===== config.mk =====
export PLATFORM = sky130hd
export DESIGN_NAME = ray_unit_scheduler_flat
export DESIGN_NICKNAME = d
export VERILOG_FILES = /design/src/rtl/ray_unit_scheduler_if.sv /design/src/rtl/ray_unit_scheduler.sv /design/src/flat_wrapper.sv
export SDC_FILE = /design/constraint.sdc
export NUM_CORES = 1
export LEC_CHECK = 0
export ABC_AREA = 1
export BUFFER_PORTS_ARGS = -buffer_cell sky130_fd_sc_hd__buf_2
export CAP_MARGIN = 20
export CORE_AREA = 2 2 229 231
export DETAILED_ROUTE_END_ITERATION = 10
export DIE_AREA = 0 0 231 233
export GPL_TIMING_DRIVEN = 0
export PLACE_DENSITY = 0.53
export SLEW_MARGIN = 20
export SYNTH_ARGS = -nofsm -noshare
export SYNTH_HDL_FRONTEND = slang
export SYNTH_SLANG_ARGS = --single-unit

===== constraint.sdc =====
create_clock -name clk -period 15.26 [get_ports clk]
set_input_delay 2.289 -clock clk [delete_from_list [all_inputs] [get_ports clk]]
set_output_delay 2.289 -clock clk [all_outputs]
set_load 0.005 [all_outputs]

===== src/rtl/ray_unit_scheduler_if.sv =====
// Shared types and the scheduler's bus interface: job request, primitive fetch,
// per-lane ray unit results and result handshake.
// Ports: slave = scheduler side, master = job issuer / ray unit / consumer side.
`ifndef BVH_AABB_TEST_UNIT_SIZE
`define BVH_AABB_TEST_UNIT_SIZE 4
`endif

package ray_unit_scheduler_pkg;
   // Signed Q16.16 fixed point.
   typedef logic signed [31:0] fixed_t;
   localparam fixed_t FIXED_INF = 32'sh7FFF_FFFF;

   typedef struct packed {
      fixed_t org_x;
      fixed_t org_y;
      fixed_t org_z;
      fixed_t dir_x;
      fixed_t dir_y;
      fixed_t dir_z;
   } ray_t;

   typedef struct packed {
      logic   b_hit;
      fixed_t t;
   } hit_t;

   function automatic fixed_t fixed_inf();
      return FIXED_INF;
   endfunction
endpackage

interface ray_unit_scheduler_if #(
   parameter int WIDTH = `BVH_AABB_TEST_UNIT_SIZE,
   parameter int CNT_W = 8
);
   import ray_unit_scheduler_pkg::*;

   logic                   start;
   logic                   any_mode;
   ray_t                   ray_in;
   logic [CNT_W-1:0]       prim_base;
   logic [CNT_W-1:0]       prim_count;
   logic                   busy;
   logic                   fetch_req;
   logic [CNT_W-1:0]       fetch_idx;
   logic                   fetch_valid;
   ray_t                   ru_ray;
   logic [WIDTH-1:0]       lane_mask;
   hit_t [WIDTH-1:0]       ru_hit;
   logic                   res_valid;
   logic                   res_ready;
   hit_t                   res_hit;
   logic                   res_any;

   modport slave (
      input  start, any_mode, ray_in, prim_base, prim_count,
      input  fetch_valid, ru_hit, res_ready,
      output busy, fetch_req, fetch_idx, ru_ray, lane_mask,
      output res_valid, res_hit, res_any
   );

   modport master (
      output start, any_mode, ray_in, prim_base, prim_count,
      output fetch_valid, ru_hit, res_ready,
      input  busy, fetch_req, fetch_idx, ru_ray, lane_mask,
      input  res_valid, res_hit, res_any
   );
endinterface


===== src/rtl/ray_unit_scheduler.sv =====
// Walks a BVH leaf in WIDTH-primitive batches, reduces ray unit hits to closest/any hit.
// Latency: zero-count job result 1 cycle after start; N batches, no fetch wait: 2N+1 cycles.
// Backpressure: FETCH holds until fetch_valid; RESULT holds res_hit stable until res_ready.
// Ports: clk, resetn (async active-low), bus (ray_unit_scheduler_if.slave).
`ifndef BVH_AABB_TEST_UNIT_SIZE
`define BVH_AABB_TEST_UNIT_SIZE 4
`endif

module ray_unit_scheduler
   import ray_unit_scheduler_pkg::*;
#(
   parameter int WIDTH = `BVH_AABB_TEST_UNIT_SIZE,
   parameter int CNT_W = 8
) (
   input  logic                clk,
   input  logic                resetn,
   ray_unit_scheduler_if.slave bus
);

   typedef enum logic [1:0] {
      S_IDLE   = 2'd0,
      S_FETCH  = 2'd1,
      S_TEST   = 2'd2,
      S_RESULT = 2'd3
   } state_t;

   localparam logic [CNT_W-1:0] WIDTH_C = CNT_W'(WIDTH);
   localparam hit_t HIT_NONE = '{b_hit: 1'b0, t: FIXED_INF};

   state_t           state_q, state_d;
   logic             any_q, any_d;
   ray_t             ray_q, ray_d;
   logic [CNT_W-1:0] cursor_q, cursor_d;
   logic [CNT_W-1:0] remaining_q, remaining_d;
   hit_t             acc_q, acc_d;

   logic [CNT_W-1:0] take;
   logic [WIDTH-1:0] valid_lanes;
   hit_t             win;

   // Primitives consumed by the current batch and the lanes that hold them.
   always_comb begin
      take        = (remaining_q < WIDTH_C) ? remaining_q : WIDTH_C;
      valid_lanes = '0;
      for (int i = 0; i < WIDTH; i++) begin
         valid_lanes[i] = (CNT_W'(i) < take);
      end
   end

   // Batch winner: strict '<' while scanning upward keeps the lower lane on a tie.
   always_comb begin
      win = HIT_NONE;
      for (int i = 0; i < WIDTH; i++) begin
         if (valid_lanes[i] && bus.ru_hit[i].b_hit &&
             (!win.b_hit || (bus.ru_hit[i].t < win.t))) begin
            win = bus.ru_hit[i];
         end
      end
   end

   always_comb begin
      state_d     = state_q;
      any_d       = any_q;
      ray_d       = ray_q;
      cursor_d    = cursor_q;
      remaining_d = remaining_q;
      acc_d       = acc_q;

      case (state_q)
         S_IDLE: begin
            if (bus.start) begin
               any_d       = bus.any_mode;
               ray_d       = bus.ray_in;
               cursor_d    = bus.prim_base;
               remaining_d = bus.prim_count;
               acc_d       = HIT_NONE;
               state_d     = (bus.prim_count == '0) ? S_RESULT : S_FETCH;
            end
         end
         S_FETCH: begin
            if (bus.fetch_valid) begin
               state_d = S_TEST;
            end
         end
         S_TEST: begin
            cursor_d    = cursor_q + WIDTH_C;
            remaining_d = remaining_q - take;
            if (any_q && win.b_hit) begin
               // First hitting batch ends an any-hit job; acc is still empty here.
               acc_d   = win;
               state_d = S_RESULT;
            end else begin
               // On equal T the earlier batch stays in acc.
               if (win.b_hit && (win.t < acc_q.t)) begin
                  acc_d = win;
               end
               state_d = (remaining_q == take) ? S_RESULT : S_FETCH;
            end
         end
         S_RESULT: begin
            if (bus.res_ready) begin
               state_d = S_IDLE;
            end
         end
         default: state_d = S_IDLE;
      endcase
   end

   always_ff @(posedge clk or negedge resetn) begin
      if (!resetn) begin
         state_q     <= S_IDLE;
         any_q       <= 1'b0;
         ray_q       <= '0;
         cursor_q    <= '0;
         remaining_q <= '0;
         acc_q       <= HIT_NONE;
      end else begin
         state_q     <= state_d;
         any_q       <= any_d;
         ray_q       <= ray_d;
         cursor_q    <= cursor_d;
         remaining_q <= remaining_d;
         acc_q       <= acc_d;
      end
   end

   assign bus.busy      = (state_q != S_IDLE);
   assign bus.fetch_req = (state_q == S_FETCH);
   assign bus.fetch_idx = cursor_q;
   assign bus.ru_ray    = ray_q;
   assign bus.lane_mask = ((state_q == S_FETCH) || (state_q == S_TEST)) ? valid_lanes : '0;
   assign bus.res_valid = (state_q == S_RESULT);
   assign bus.res_hit   = acc_q;
   assign bus.res_any   = (state_q == S_RESULT) && acc_q.b_hit;

endmodule


===== src/flat_wrapper.sv =====
// flat-port wrapper written by rule: the top's interface ports become plain ports
module ray_unit_scheduler_flat import ray_unit_scheduler_pkg::*;
#(
   parameter int WIDTH = `BVH_AABB_TEST_UNIT_SIZE,
   parameter int CNT_W = 8
)
  (clk, resetn, bus_start, bus_any_mode, bus_ray_in, bus_prim_base, bus_prim_count, bus_fetch_valid, bus_ru_hit, bus_res_ready, bus_busy, bus_fetch_req, bus_fetch_idx, bus_ru_ray, bus_lane_mask, bus_res_valid, bus_res_hit, bus_res_any);
  ray_unit_scheduler_if #(.WIDTH(WIDTH), .CNT_W(CNT_W)) bus_i ();
  input  logic clk;
  input  logic resetn;
  input wire logic [$bits(bus_i.start)-1:0] bus_start;
  input wire logic [$bits(bus_i.any_mode)-1:0] bus_any_mode;
  input wire logic [$bits(bus_i.ray_in)-1:0] bus_ray_in;
  input wire logic [$bits(bus_i.prim_base)-1:0] bus_prim_base;
  input wire logic [$bits(bus_i.prim_count)-1:0] bus_prim_count;
  input wire logic [$bits(bus_i.fetch_valid)-1:0] bus_fetch_valid;
  input wire logic [$bits(bus_i.ru_hit)-1:0] bus_ru_hit;
  input wire logic [$bits(bus_i.res_ready)-1:0] bus_res_ready;
  output wire logic [$bits(bus_i.busy)-1:0] bus_busy;
  output wire logic [$bits(bus_i.fetch_req)-1:0] bus_fetch_req;
  output wire logic [$bits(bus_i.fetch_idx)-1:0] bus_fetch_idx;
  output wire logic [$bits(bus_i.ru_ray)-1:0] bus_ru_ray;
  output wire logic [$bits(bus_i.lane_mask)-1:0] bus_lane_mask;
  output wire logic [$bits(bus_i.res_valid)-1:0] bus_res_valid;
  output wire logic [$bits(bus_i.res_hit)-1:0] bus_res_hit;
  output wire logic [$bits(bus_i.res_any)-1:0] bus_res_any;
  assign bus_i.start = bus_start;
  assign bus_i.any_mode = bus_any_mode;
  assign bus_i.ray_in = bus_ray_in;
  assign bus_i.prim_base = bus_prim_base;
  assign bus_i.prim_count = bus_prim_count;
  assign bus_i.fetch_valid = bus_fetch_valid;
  assign bus_i.ru_hit = bus_ru_hit;
  assign bus_i.res_ready = bus_res_ready;
  assign bus_busy = bus_i.busy;
  assign bus_fetch_req = bus_i.fetch_req;
  assign bus_fetch_idx = bus_i.fetch_idx;
  assign bus_ru_ray = bus_i.ru_ray;
  assign bus_lane_mask = bus_i.lane_mask;
  assign bus_res_valid = bus_i.res_valid;
  assign bus_res_hit = bus_i.res_hit;
  assign bus_res_any = bus_i.res_any;
  ray_unit_scheduler #(.WIDTH(WIDTH), .CNT_W(CNT_W)) u_core (.clk(clk), .resetn(resetn), .bus(bus_i));
endmodule

==> results.sh, run 1 <==
export IMPL_final_common_cell="nand2_1"
export IMPL_hp_class="reg2reg"
export IMPL_synth_seq_cells=244
export IMPL_cts_resized=0
export IMPL_startpoint_type="input port"
export IMPL_rsz0062_at_grt="no"
export IMPL_vias=14800
export IMPL_synthDominantCellAreaShare=0.379
export IMPL_die_h_um=233
export IMPL_cap_viol_max_count=0
export IMPL_num_io_pins=587
export IMPL_die_w_um=231
export IMPL_tightest_slew_ns=1.12
export IMPL_firstDrtPassIters=5
export IMPL_yosysWarnings=0
export IMPL_area_delta_synth_final_pct=34.2
export IMPL_die_area_um2=53800
export IMPL_hold_end="u_core.bus.res_hit[25]"
export IMPL_cts_sinks=244
export IMPL_numCtsBuffers=29
export IMPL_synth_area_leaders="dfrtp_1, nand2_1, ha_1, dfstp_2, o21ai_0"
export IMPL_clock_fmax_ghz=0.0801
export IMPL_antenna_found_initial=17
export IMPL_ys_seq_area_frac=0.437
export IMPL_synth_area_um2=14100
export IMPL_portBuffers=586
export IMPL_syn_area_per_cell_um2=7.51
export IMPL_worstHoldStart="u_core.bus.res_hit[25]"
export IMPL_grt_pass1_wl_um=82400
export IMPL_postRouteAntennaNets=0
export IMPL_first_iter_violations=832
export IMPL_crit_path_end_kind="flip-flop"
export IMPL_fillers=5522
export IMPL_cts_tree="yes"
export IMPL_viasPerCell=4.62
export IMPL_r2r_start="u_core.remaining_q[4]"
export IMPL_synthFlopType="dfrtp_1"
export IMPL_cp_max_fo=10
export IMPL_grt_overflow=0
export IMPL_setup_viol=0
export IMPL_grt_busiest_layer="met2"
export IMPL_fin_total_pwr_uw=3570
export IMPL_yosys_area_top_type="dfrtp_1"
export IMPL_leakagePower_uw=0.0107
export IMPL_power_density_nw_per_um2=189
export IMPL_globalRouteMet1Util=0.251
export IMPL_arrival_ns=12.98
export IMPL_drc=0
export IMPL_synthesis_nets=2345
export IMPL_cts_setup_buffers=0
export IMPL_reg2reg_setup_slack_ns=3.60
export IMPL_cpMostUsedCell="nand2_1"
export IMPL_postSynthCellCount=1872
export IMPL_slew_headroom=0.251
export IMPL_worst_ep_required_time_ns=15.76
export IMPL_skew_ns=0.0199
export IMPL_layout_common_cells="nand2_1, buf_2, dfrtp_1, ha_1, inv_1"
export IMPL_worst_r2r_endpoint="u_core.bus.res_hit[6]"
export IMPL_wirelength_um=55800
export IMPL_htree_levels=1
export IMPL_dp_hpwl_um=46200
export IMPL_start_util=0.275
export IMPL_setup_tns_ns=0
export IMPL_clk_pin_slew_ns=0.06
export IMPL_wl_per_cell_um=17.4
export IMPL_synth_edf_count=0
export IMPL_cts_root_buffer="clkbuf_16"
export IMPL_drive_gt1_frac=0.283
export IMPL_grt_pass1_vias=14300
export IMPL_area_sequential_um2=6140
export IMPL_grt_max_degree=91
export IMPL_whs_path_depth=2
export IMPL_peakVddDrop_mv=0.0830
export IMPL_core_area_um2=51100
export IMPL_clockBufferDepth=3
export IMPL_cts_hold_buf=0
export IMPL_crit_type="in2reg"
export IMPL_clk_latency_ns=0.56
export IMPL_outcome="completed"
export IMPL_slowest_delay_ns=0.51
export IMPL_std_cell_rows=83
export IMPL_synthArstFlopShare=1.00
export IMPL_gr_usage_all_layers=0.199
export IMPL_finalCriticalPeriod_ns=12.48
export IMPL_place_gp_congestion=0.888
export IMPL_r2r_worst_path_cells=64
export IMPL_crit_slowest_cell="clkbuf_1"
export IMPL_synthDistinctLibCells=38
export IMPL_finalCritPeriodShare=0.818
export IMPL_met3_usage=0.0560
export IMPL_hold_viol=0
export IMPL_drv_slew=0
export IMPL_nNetsFinal=2964
export IMPL_gr_usage_met2=0.325
export IMPL_multiInputGateArea_um2=7130
[where the power goes]
part	internal [µW]	switching (µW)	leakage [µW]
registers	992	191	0.00298
logic	666	1040	0.00722
clock network	410	277	0.000460
total	2070	1510	0.0107
[state kept, by name, summed over array words and instances, names as in the netlist]
name and count:
u_core.bus.ru_ray 192, u_core.bus.res_hit 33, u_core.remaining_q 8, u_core.bus.fetch_idx 8, u_core.any_q 1, u_core.state_q 2
[worst max-delay path, delay by kind of cell]
family / cells / cell delay, ns
buffers and inverters: 11 / 3.39
AND/OR/NAND/NOR: 32 / 3.35
AO/OA/AOI/OAI: 14 / 2.65
adder cells (fa/ha/maj): 4 / 1.26
[worst max-delay path by stage]
stage                    from                      to  cells after the start
3_3_place_gp   bus_ru_hit[32]   u_core.bus.res_hit[5]                     62
2_1_floorplan  bus_ru_hit[32]  u_core.bus.res_hit[10]                     66
4_1_cts        bus_ru_hit[32]   u_core.bus.res_hit[6]                     58
6_report       bus_ru_hit[32]   u_core.bus.res_hit[6]                     61
5_1_grt        bus_ru_hit[32]   u_core.bus.res_hit[6]                     63
3_5_place_dp   bus_ru_hit[32]   u_core.bus.res_hit[6]                     58
[final cells by class]
cell class | instances | area share
antenna | 10 | 0.00133
buffer | 81 | 0.0175
clock buffer | 43 | 0.0444
clock inverter | 8 | 0.00491
inverter | 123 | 0.0245
multi-input combinational | 1424 | 0.378
sequential | 244 | 0.326
tap | 680 | 0.0451
timing repair buffer | 588 | 0.159
[kinds of logic (layout without fill, tap and decap cells)]
family          Yosys count  count (layout)  synth area share
compound gates          220             220            0.0861
fa+ha+maj               127             127             0.113
buf+inv                 204             843            0.0563
flops                   244             244             0.437
other cells               1              11          0.000267
simple gates           1076            1076             0.308
[through the flow]
step                      setup slack [ns]  utilization  area, µm²  hold WS [ns]  cells
after floorplan                       5.22            -      14100         0.458   1872
after global placement                2.48        0.349      17900         0.457   3138
after detailed placement              2.37        0.351      17900         0.460   3140
after CTS                             2.93        0.369      18800         0.470   3191
after global routing                  1.57        0.369      18900         0.488   3200
final                                 2.78        0.369      18900         0.467   3201
[cells in the mapped netlist, types with 2 or more instances]
cell type	number
o221ai_1	5
clkbuf_1	72
buf_1	3
buf_6	3
inv_1	118
o211ai_1	4
or2_2	30
o221a_2	3
nor3_1	5
a211oi_1	14
o21ai_0	116
nand2_2	2
nand2_4	3
nor4_1	8
nand3_1	62
a31oi_1	4
o22ai_1	3
dfstp_2	31
clkinv_1	4
a22oi_1	3
a21oi_1	64
ha_1	127
buf_2	3
dfrtp_1	213
nor2_1	72
nand4_1	18
nand2_1	868
nand3_2	4
[layer usage]
layer | part of all wire | vias up
li1 | - | 7255
met1 | 0.42 | 6946
met2 | 0.47 | 457
met3 | 0.074 | 106
met4 | 0.034 | 14
met5 | 0.0015 | -
Power figures use the tool's default switching activity.
==> inputs of run 2 (changes only) <==
CORE_AREA = 2 2 230 232   (was 2 2 229 231)
DIE_AREA = 0 0 232 234   (was 0 0 231 233)
PLACE_DENSITY = 0.54   (was 0.53)
clock period = 11.3 ns   (was 15.26 ns; I/O delays follow)
==> results.sh, run 2 (synthesis gave the netlist of run 1 again) <==
export IMPL_outcome="completed"
export IMPL_finalCriticalPeriod_ns=10.41
export IMPL_rsz0062_at_grt="no"
export IMPL_drv_slew=0
export IMPL_setup_viol=0
export IMPL_hp_class="reg2reg"
export IMPL_wl_per_cell_um=17.3
export IMPL_core_area_um2=52000
export IMPL_tightest_slew_ns=1.06
export IMPL_largest_register_ff_count=192
export IMPL_gr_usage_all_layers=0.195
export IMPL_dp_cells=3148
export IMPL_fillers=5566
export IMPL_clk_pin_slew_ns=0.06
export IMPL_skew_ns=0.0141
export IMPL_peakVddDrop_mv=0.110
export IMPL_dp_hpwl_um=46000
export IMPL_area_sequential_um2=6140
export IMPL_drc=0
export IMPL_clock_fmax_ghz=0.0960
export IMPL_grt_pass1_wl_um=82200
export IMPL_htree_levels=1
export IMPL_nNetsFinal=2964
export IMPL_cts_root_buffer="clkbuf_16"
export IMPL_fin_total_pwr_uw=4940
export IMPL_cpMostUsedCell="nand2_1"
export IMPL_seqPwrFrac=0.323
export IMPL_cts_sinks=244
export IMPL_antenna_found_initial=16
export IMPL_clkPwrFrac=0.211
export IMPL_grt_max_degree=94
export IMPL_comb_power_share=0.467
export IMPL_die_area_um2=54300
export IMPL_grt_overflow=0
export IMPL_slew_headroom=0.287
export IMPL_vias=14700
export IMPL_arrival_ns=10.91
export IMPL_area_delta_synth_final_pct=35.8
export IMPL_p_switching_uw=2040
export IMPL_crit_slowest_cell="ha_1"
export IMPL_first_iter_violations=1010
export IMPL_crit_path_end_kind="flip-flop"
export IMPL_start_util=0.270
export IMPL_cp_top_family="simple AND/OR/NAND/NOR gates"
export IMPL_startpoint_type="input port"
export IMPL_num_io_pins=587
export IMPL_portBuffers=586
export IMPL_numCtsBuffers=29
export IMPL_hold_viol=0
export IMPL_worst_ep_required_time_ns=11.80
export IMPL_crit_type="in2reg"
export IMPL_die_w_um=232
export IMPL_multiInputGateArea_um2=7160
export IMPL_drive_gt1_frac=0.296
export IMPL_wirelength_um=55700
export IMPL_fin_cells=3215
export IMPL_place_gp_congestion=0.901
export IMPL_leakagePower_uw=0.0108
export IMPL_viasPerCell=4.58
export IMPL_std_cell_rows=84
export IMPL_clockBufferDepth=3
export IMPL_crit_buf_inv=11
export IMPL_whs_ns=0.469
export IMPL_firstDrtPassIters=5
export IMPL_layout_common_cells="nand2_1, buf_2, dfrtp_1, ha_1, inv_1"
export IMPL_finalCritPeriodShare=0.921
export IMPL_switching_share=0.414
export IMPL_cts_tree="yes"
export IMPL_intPower_uw=2900
export IMPL_die_h_um=234
export IMPL_postRouteAntennaNets=0
export IMPL_final_common_cell="nand2_1"
export IMPL_slowest_delay_ns=0.37
export IMPL_grt_pass1_vias=14400
export IMPL_power_density_nw_per_um2=259
export IMPL_cp_max_fo=10
export IMPL_cap_viol_max_count=0
export IMPL_clk_latency_ns=0.57
[run 2: cell types whose count changed in the layout (fill, tap and decap cells not counted), sizes merged]
cell	previous run	this run
clkbuf	115	107
buf	597	601
bufinv	2	6
diode	10	14
clkinvlp	0	1
inv	120	121
[run 2: area by class of cell]
type                    instances  share of cell area
multi-input cells            1424               0.375
flip-flops and latches        244               0.322
clock buffers                  39              0.0431
diodes                         14             0.00183
plain buffers                  81              0.0195
inverters                     123              0.0244
clock inverters                14              0.0127
well taps                     688              0.0451
repair buffers                588               0.157
[run 2: power groups by stage]
stage	Combinational, µW	Clock [µW]	Sequential [µW]
finish	2300	1040	1590
floorplan	1250	0	1610
detailed placement	2310	0	1590
CTS	2320	1070	1590
global route	2640	1100	1650
global placement	2270	0	1580
[run 2: routing by layer]
layer	global-route usage	wire length, µm	part of all wire	vias to the layer above
li1	-	-	-	7256
met1	0.251	23700	0.43	6940
met2	0.313	26100	0.47	445
met3	0.0557	4200	0.075	83
met4	0.0689	1710	0.031	6
met5	0	32	0.00057	-
[run 2: through the flow]
step / setup TNS, ns / util / instance area (µm²) / setup WS [ns]
finish: 0 / 0.367 / 19100 / 0.887
global route: 0 / 0.367 / 19100 / 0.0170
CTS: 0 / 0.365 / 19000 / 0.0399
detailed placement: -33.86 / 0.345 / 17900 / -1.05
global placement: -29.61 / 0.343 / 17900 / -0.916
floorplan: 0 / - / 14100 / 1.85
[run 2: timing repair]
| action | CTS | global route |
|---|---|---|
| hold buffers | 0 | 0 |
| setup buffers | 0 | 0 |
| cloned | 0 | 0 |
| setup endpoints to repair | 33 | 33 |
| pin swaps | 0 | 2 |
| resized for setup | 7 | 59 |
[run 2: worst min-delay path, stage by stage (launching register included)]
cell     delay (ns)
dfstp_2        0.37
nand2_1        0.05
nand2_1        0.04
[run 2: path summary, 6_finish.rpt]
path	start	to	slack [ns]	cells past startpoint
worst min register to register	u_core.bus.res_hit[4]	u_core.bus.res_hit[4]	0.47	2
worst min-delay path	u_core.bus.res_hit[4]	u_core.bus.res_hit[4]	0.47	2
min in group asynchronous	resetn	u_core.bus.ru_ray[105]	1.13	1
worst max-delay path	bus_ru_hit[32]	u_core.bus.res_hit[2]	0.89	57
max in group asynchronous	resetn	u_core.bus.res_hit[23]	9.16	2
worst max register to register	u_core.remaining_q[4]	u_core.bus.res_hit[2]	1.05	60
